## config.mk

```make
export PLATFORM = sky130hd
export DESIGN_NAME = serial_add
export DESIGN_NICKNAME = d
export VERILOG_FILES = /design/src/rtl/add_pkg.sv /design/src/rtl/fadd_hh.sv /design/src/rtl/half_add.sv /design/src/rtl/serial_add.sv
export SDC_FILE = /design/constraint.sdc
export NUM_CORES = 1
export LEC_CHECK = 0
export ABC_AREA = 1
export ABC_CLOCK_PERIOD_IN_PS = 1220
export BUFFER_PORTS_ARGS = -buffer_cell sky130_fd_sc_hd__buf_2
export CAP_MARGIN = 5
export CORE_ASPECT_RATIO = 0.5
export CORE_UTILIZATION = 30
export DETAILED_ROUTE_END_ITERATION = 10
export PLACE_DENSITY_LB_ADDON = 0.3
export SYNTH_ARGS = -nofsm -noshare
export SYNTH_HDL_FRONTEND = slang
export SYNTH_SLANG_ARGS = --single-unit
```

## constraint.sdc

```tcl
create_clock -name clk -period 1.22 [get_ports clk]
set_input_delay 0.244 -clock clk [delete_from_list [all_inputs] [get_ports clk]]
set_output_delay 0.244 -clock clk [all_outputs]
set_load 0.01 [all_outputs]
```

## src/rtl/add_pkg.sv

```systemverilog
// Shared definitions for the bit-serial adder: FSM state encoding and default width.
package add_pkg;

  typedef enum logic [1:0] {
    IDLE = 2'b00,
    RUN  = 2'b01,
    DONE = 2'b10
  } state_t;

  localparam int ADD_W = 8;

endpackage

```

## src/rtl/fadd_hh.sv

```systemverilog
// Combinational full adder made from two half adders and an OR of their carries.
module fadd_hh (
  output logic S,
  output logic Cout,
  input  logic a,
  input  logic b,
  input  logic cin
);

  logic s0;
  logic c0;
  logic c1;

  half_add u_ha0 (.a(a),  .b(b),   .s(s0), .c(c0));
  half_add u_ha1 (.a(s0), .b(cin), .s(S),  .c(c1));

  // Both half-adder carries can never be high together, so OR equals the true carry.
  assign Cout = c0 | c1;

endmodule

```

## src/rtl/half_add.sv

```systemverilog
// Half adder cell: the building block of the serial adder's single full-adder stage.
module half_add (
  input  logic a,
  input  logic b,
  output logic s,
  output logic c
);

  assign s = a ^ b;
  assign c = a & b;

endmodule

```

## src/rtl/serial_add.sv

```systemverilog
// Bit-serial ripple adder: one full-adder cell processes the operands LSB-first,
// one bit per clock, and publishes {cout,sum} N cycles after the accepting edge.
module serial_add
  import add_pkg::*;
#(
  parameter int N = ADD_W
) (
  input  logic         clk,
  input  logic         rst_n,
  input  logic         start,
  input  logic [N-1:0] a,
  input  logic [N-1:0] b,
  output logic         busy,
  output logic         done,
  output logic [N-1:0] sum,
  output logic         cout
);

  localparam int CW = $clog2(N);
  localparam logic [CW-1:0] LAST = CW'(N - 1);

  state_t        state;
  state_t        state_next;
  logic [N-1:0]  ra;
  logic [N-1:0]  rb;
  // Only the upper N-1 result bits need storage; the newest bit arrives from the adder.
  logic [N-2:0]  rs;
  logic [N-1:0]  rs_next;
  logic          c;
  logic          c_next;
  logic          s;
  logic [CW-1:0] cnt;
  logic          load;
  logic          last_bit;

  fadd_hh u_fa (
    .S   (s),
    .Cout(c_next),
    .a   (ra[0]),
    .b   (rb[0]),
    .cin (c)
  );

  assign rs_next  = {s, rs};
  assign load     = ((state == IDLE) || (state == DONE)) && start;
  assign last_bit = (state == RUN) && (cnt == LAST);
  assign busy     = (state == RUN);
  assign done     = (state == DONE);

  // NOTE: sequential state uses non-blocking assignments so every register samples pre-edge values.
  always_ff @(posedge clk or negedge rst_n) begin
    if (!rst_n) state <= IDLE;
    else        state <= state_next;
  end

  // NOTE: next-state is defaulted first so no path leaves it unassigned and a latch cannot form.
  always_comb begin
    state_next = state;
    unique case (state)
      IDLE:    if (start)    state_next = RUN;
      RUN:     if (last_bit) state_next = DONE;
      DONE:    state_next = start ? RUN : IDLE;
      default: state_next = IDLE;
    endcase
  end

  // NOTE: operand/result shift registers are reset too; they are small and it keeps sim free of X.
  always_ff @(posedge clk or negedge rst_n) begin
    if (!rst_n) begin
      ra   <= '0;
      rb   <= '0;
      rs   <= '0;
      c    <= 1'b0;
      cnt  <= '0;
      sum  <= '0;
      cout <= 1'b0;
    end else if (load) begin
      ra  <= a;
      rb  <= b;
      c   <= 1'b0;
      cnt <= '0;
    end else if (state == RUN) begin
      ra  <= ra >> 1;
      rb  <= rb >> 1;
      rs  <= rs_next[N-1:1];
      c   <= c_next;
      cnt <= cnt + 1'b1;
      if (last_bit) begin
        sum  <= rs_next;
        cout <= c_next;
      end
    end
  end

endmodule

```

==> run metrics <==
dpl hpwl 2.45 mm; Initial Util 31.3%; Worst Path Required 0.98 ns; Mapped Area 1730 um^2; Die Footprint 6080 um^2; DR vias/cell 4.39; # rows 19; io pins 30; Root Buffer clkbuf_16; final worst slack -0.0729 ns; number of iterations in the first detailed-routing pass 7; CTS H-tree lvls 2; Wirelength per Cell 11.4 um; unrepaired setup endpoints after global routing true; register area share after synthesis 55.1%; total global-route track usage 13.6%; Synth Warn # 0; Die Y 55.6 um; Max Cap Viol 0; worst relative slew slack 87.1%; worst-skew pair later-pin latency 0.27 ns; Port Buf Inserts 29; crit path launch type flop; register clock-pin slew on the reported worst setup and hold paths 0.05 ns; Synth top area share 55.1%; worst hold path class in2reg; crit path kind reg2out; maximum VDD drop 0.860 mV; Clock Path Buffers 2; number of global-route vias before repair 1,418; Yosys top cell by area dfrtp_1; Max Slew Vio Count 0; final hold violation count 0; grt total ovfl 0; CP max stage delay 0.44 ns; Power Dens Cells 2640 nW/um^2; Leak Pwr 1.23 nW; ant diodes 0; initial antenna violation count 0; status complete, but fails checks; Detail Route Antenna Nets 0; CP cell instances inv_2 -> buf_6 -> nor2_2 -> buf_2; Syn Area/Cell 8.14 um^2; Distinct cells, synth 16; hold_ws 0.169 ns; largest net degree at the start of global routing 39; fin crit share 106%; Critical Path End Type primary output; Fmax achieved 773 MHz; gpl congestion 0.747; CTS tree built; worst-path fanout max 2; fin crit period 1.29 ns; actual slew at the worst max-slew pin 0.191 ns; P&R area growth vs syn 33.0%; CP Data Arrival Time 1.05 ns; Synth Net Count 234; Die X 109 um; count of final setup violators 2; core area 5520 um^2; layout cells sized above 1 27.1%; DRC 0; first-pass GRT wire length 6.44 mm; flops & latches, synth 38; final wirelength 3.78 mm; Nets 280; Design Power 6.07 mW; Worst path slowest cell dfrtp_2; Mapped Cells 212; clock skew 0.00392 ns; via count 1,454; failing checks negative setup slack; total CTS buffers 5; Starting DRT DRC Count 52; top post-synthesis cells by area dfrtp_1 55%, nand2_1 18%, nand3_1 7.5%; clock sink total 38
[critical path: cells and delay by family, from the launching register on]
kind          cells  cell delay [ns]
flops             1             0.44
buf+inv           3             0.31
simple gates      1             0.02
[stage by stage]
| stage | setup slack, ns | cell area (um^2) | util [%] | instances | TNS [ns] |
|---|---|---|---|---|---|
| after global placement | -0.0455 | 2040 | 37.1 | 318 | -0.367 |
| after global routing | -0.106 | 2300 | 41.7 | 331 | -0.307 |
| final | -0.0729 | 2300 | 41.7 | 331 | -0.101 |
| after floorplan | 0.0955 | 1730 | - | 212 | 0 |
| after CTS | -0.111 | 2240 | 40.5 | 329 | -0.220 |
| after detailed placement | -0.104 | 2040 | 37.1 | 318 | -0.652 |
[layout by cell type, fill, tap and decap left out, drive strengths merged]
cell type / count
dfrtp: 38
nand3b: 6
a21oi: 1
dlygate4sd3: 1
o21ai: 8
clkbuf: 5
nor2: 18
buf: 46
ha: 2
nand3: 26
nand2: 86
clkinv: 2
fa: 1
inv: 18
[logic make-up after synthesis]
logic type               count (synthesis)  share of synthesized area (%)
flip-flops                              38                           55.1
buffers and inverters                   27                           6.30
adder cells (fa/ha/maj)                  3                           2.61
AND/OR/NAND/NOR                        135                           33.4
AO/OA/AOI/OAI                            9                           2.61
[flip-flops by register name (all words and copies together), names as in the netlist]
signal / count
sum: 8
cout: 1
ra: 8
rb: 8
rs: 7
state: 2
cnt: 3
c: 1
[layer usage]
metal / share of wire, % / track usage [%] / up-vias
li1: - / - / 756
met1: 50 / 18.4 / 672
met2: 46 / 21.7 / 24
met3: 3.7 / 3.40 / 2
met4: 0.45 / 4.00 / 0
met5: 0 / 0 / -
[what timing repair did]
item                                   4_1_cts  5_1_grt
endpoints found under the hold margin       38        0
gates resized for setup                      9       13
hold buffers                                 1        0
pin swaps                                    1        3
setup buffers                                2        2
setup endpoints to repair                   11       17
cloned                                       1        0
[final timing paths]
path	from	to	slack, ns	depth (start not counted)
setup / recovery	state[1]$_DFFE_PN0P_	done	-0.07	4
hold reg to reg	sum[5]$_DFFE_PN0P_	sum[5]$_DFFE_PN0P_	0.46	2
min in group asynchronous	rst_n	sum[6]$_DFFE_PN0P_	0.48	3
hold / removal	a[7]	ra[7]$_DFFE_PN0P_	0.17	3
setup reg to reg	state[0]$_DFFE_PN0P_	cnt[0]$_DFFE_PN0P_	0.05	6
max in group asynchronous	rst_n	state[0]$_DFFE_PN0P_	0.54	3
[power breakdown]
| part | switching, mW | total, mW | internal [mW] |
|---|---|---|---|
| Clock | 0.460 | 1.20 | 0.736 |
| Combinational | 1.48 | 2.66 | 1.18 |
| Sequential | 0.344 | 2.21 | 1.87 |
| Total | 2.29 | 6.07 | 3.78 |
[cells in the mapped netlist, drive strengths merged]
master,count
nand3,26
inv,18
nand2,86
buf,6
fa,1
clkbuf,3
a21oi,1
ha,2
nor2,17
dfrtp,38
nand3b,6
o21ai,8
[cell type report]
| cell class | count | area (um^2) |
|---|---|---|
| Inverter | 18 | 67.6 |
| Clock buffer | 5 | 125 |
| Timing Repair Buffer | 47 | 329 |
| Fill cell | 555 | 3220 |
| Sequential cell | 38 | 953 |
| Clock inverter | 2 | 10.0 |
| Multi-Input combinational cell | 148 | 721 |
| Tap cell | 73 | 91.3 |
Power figures use the tool's default switching activity.
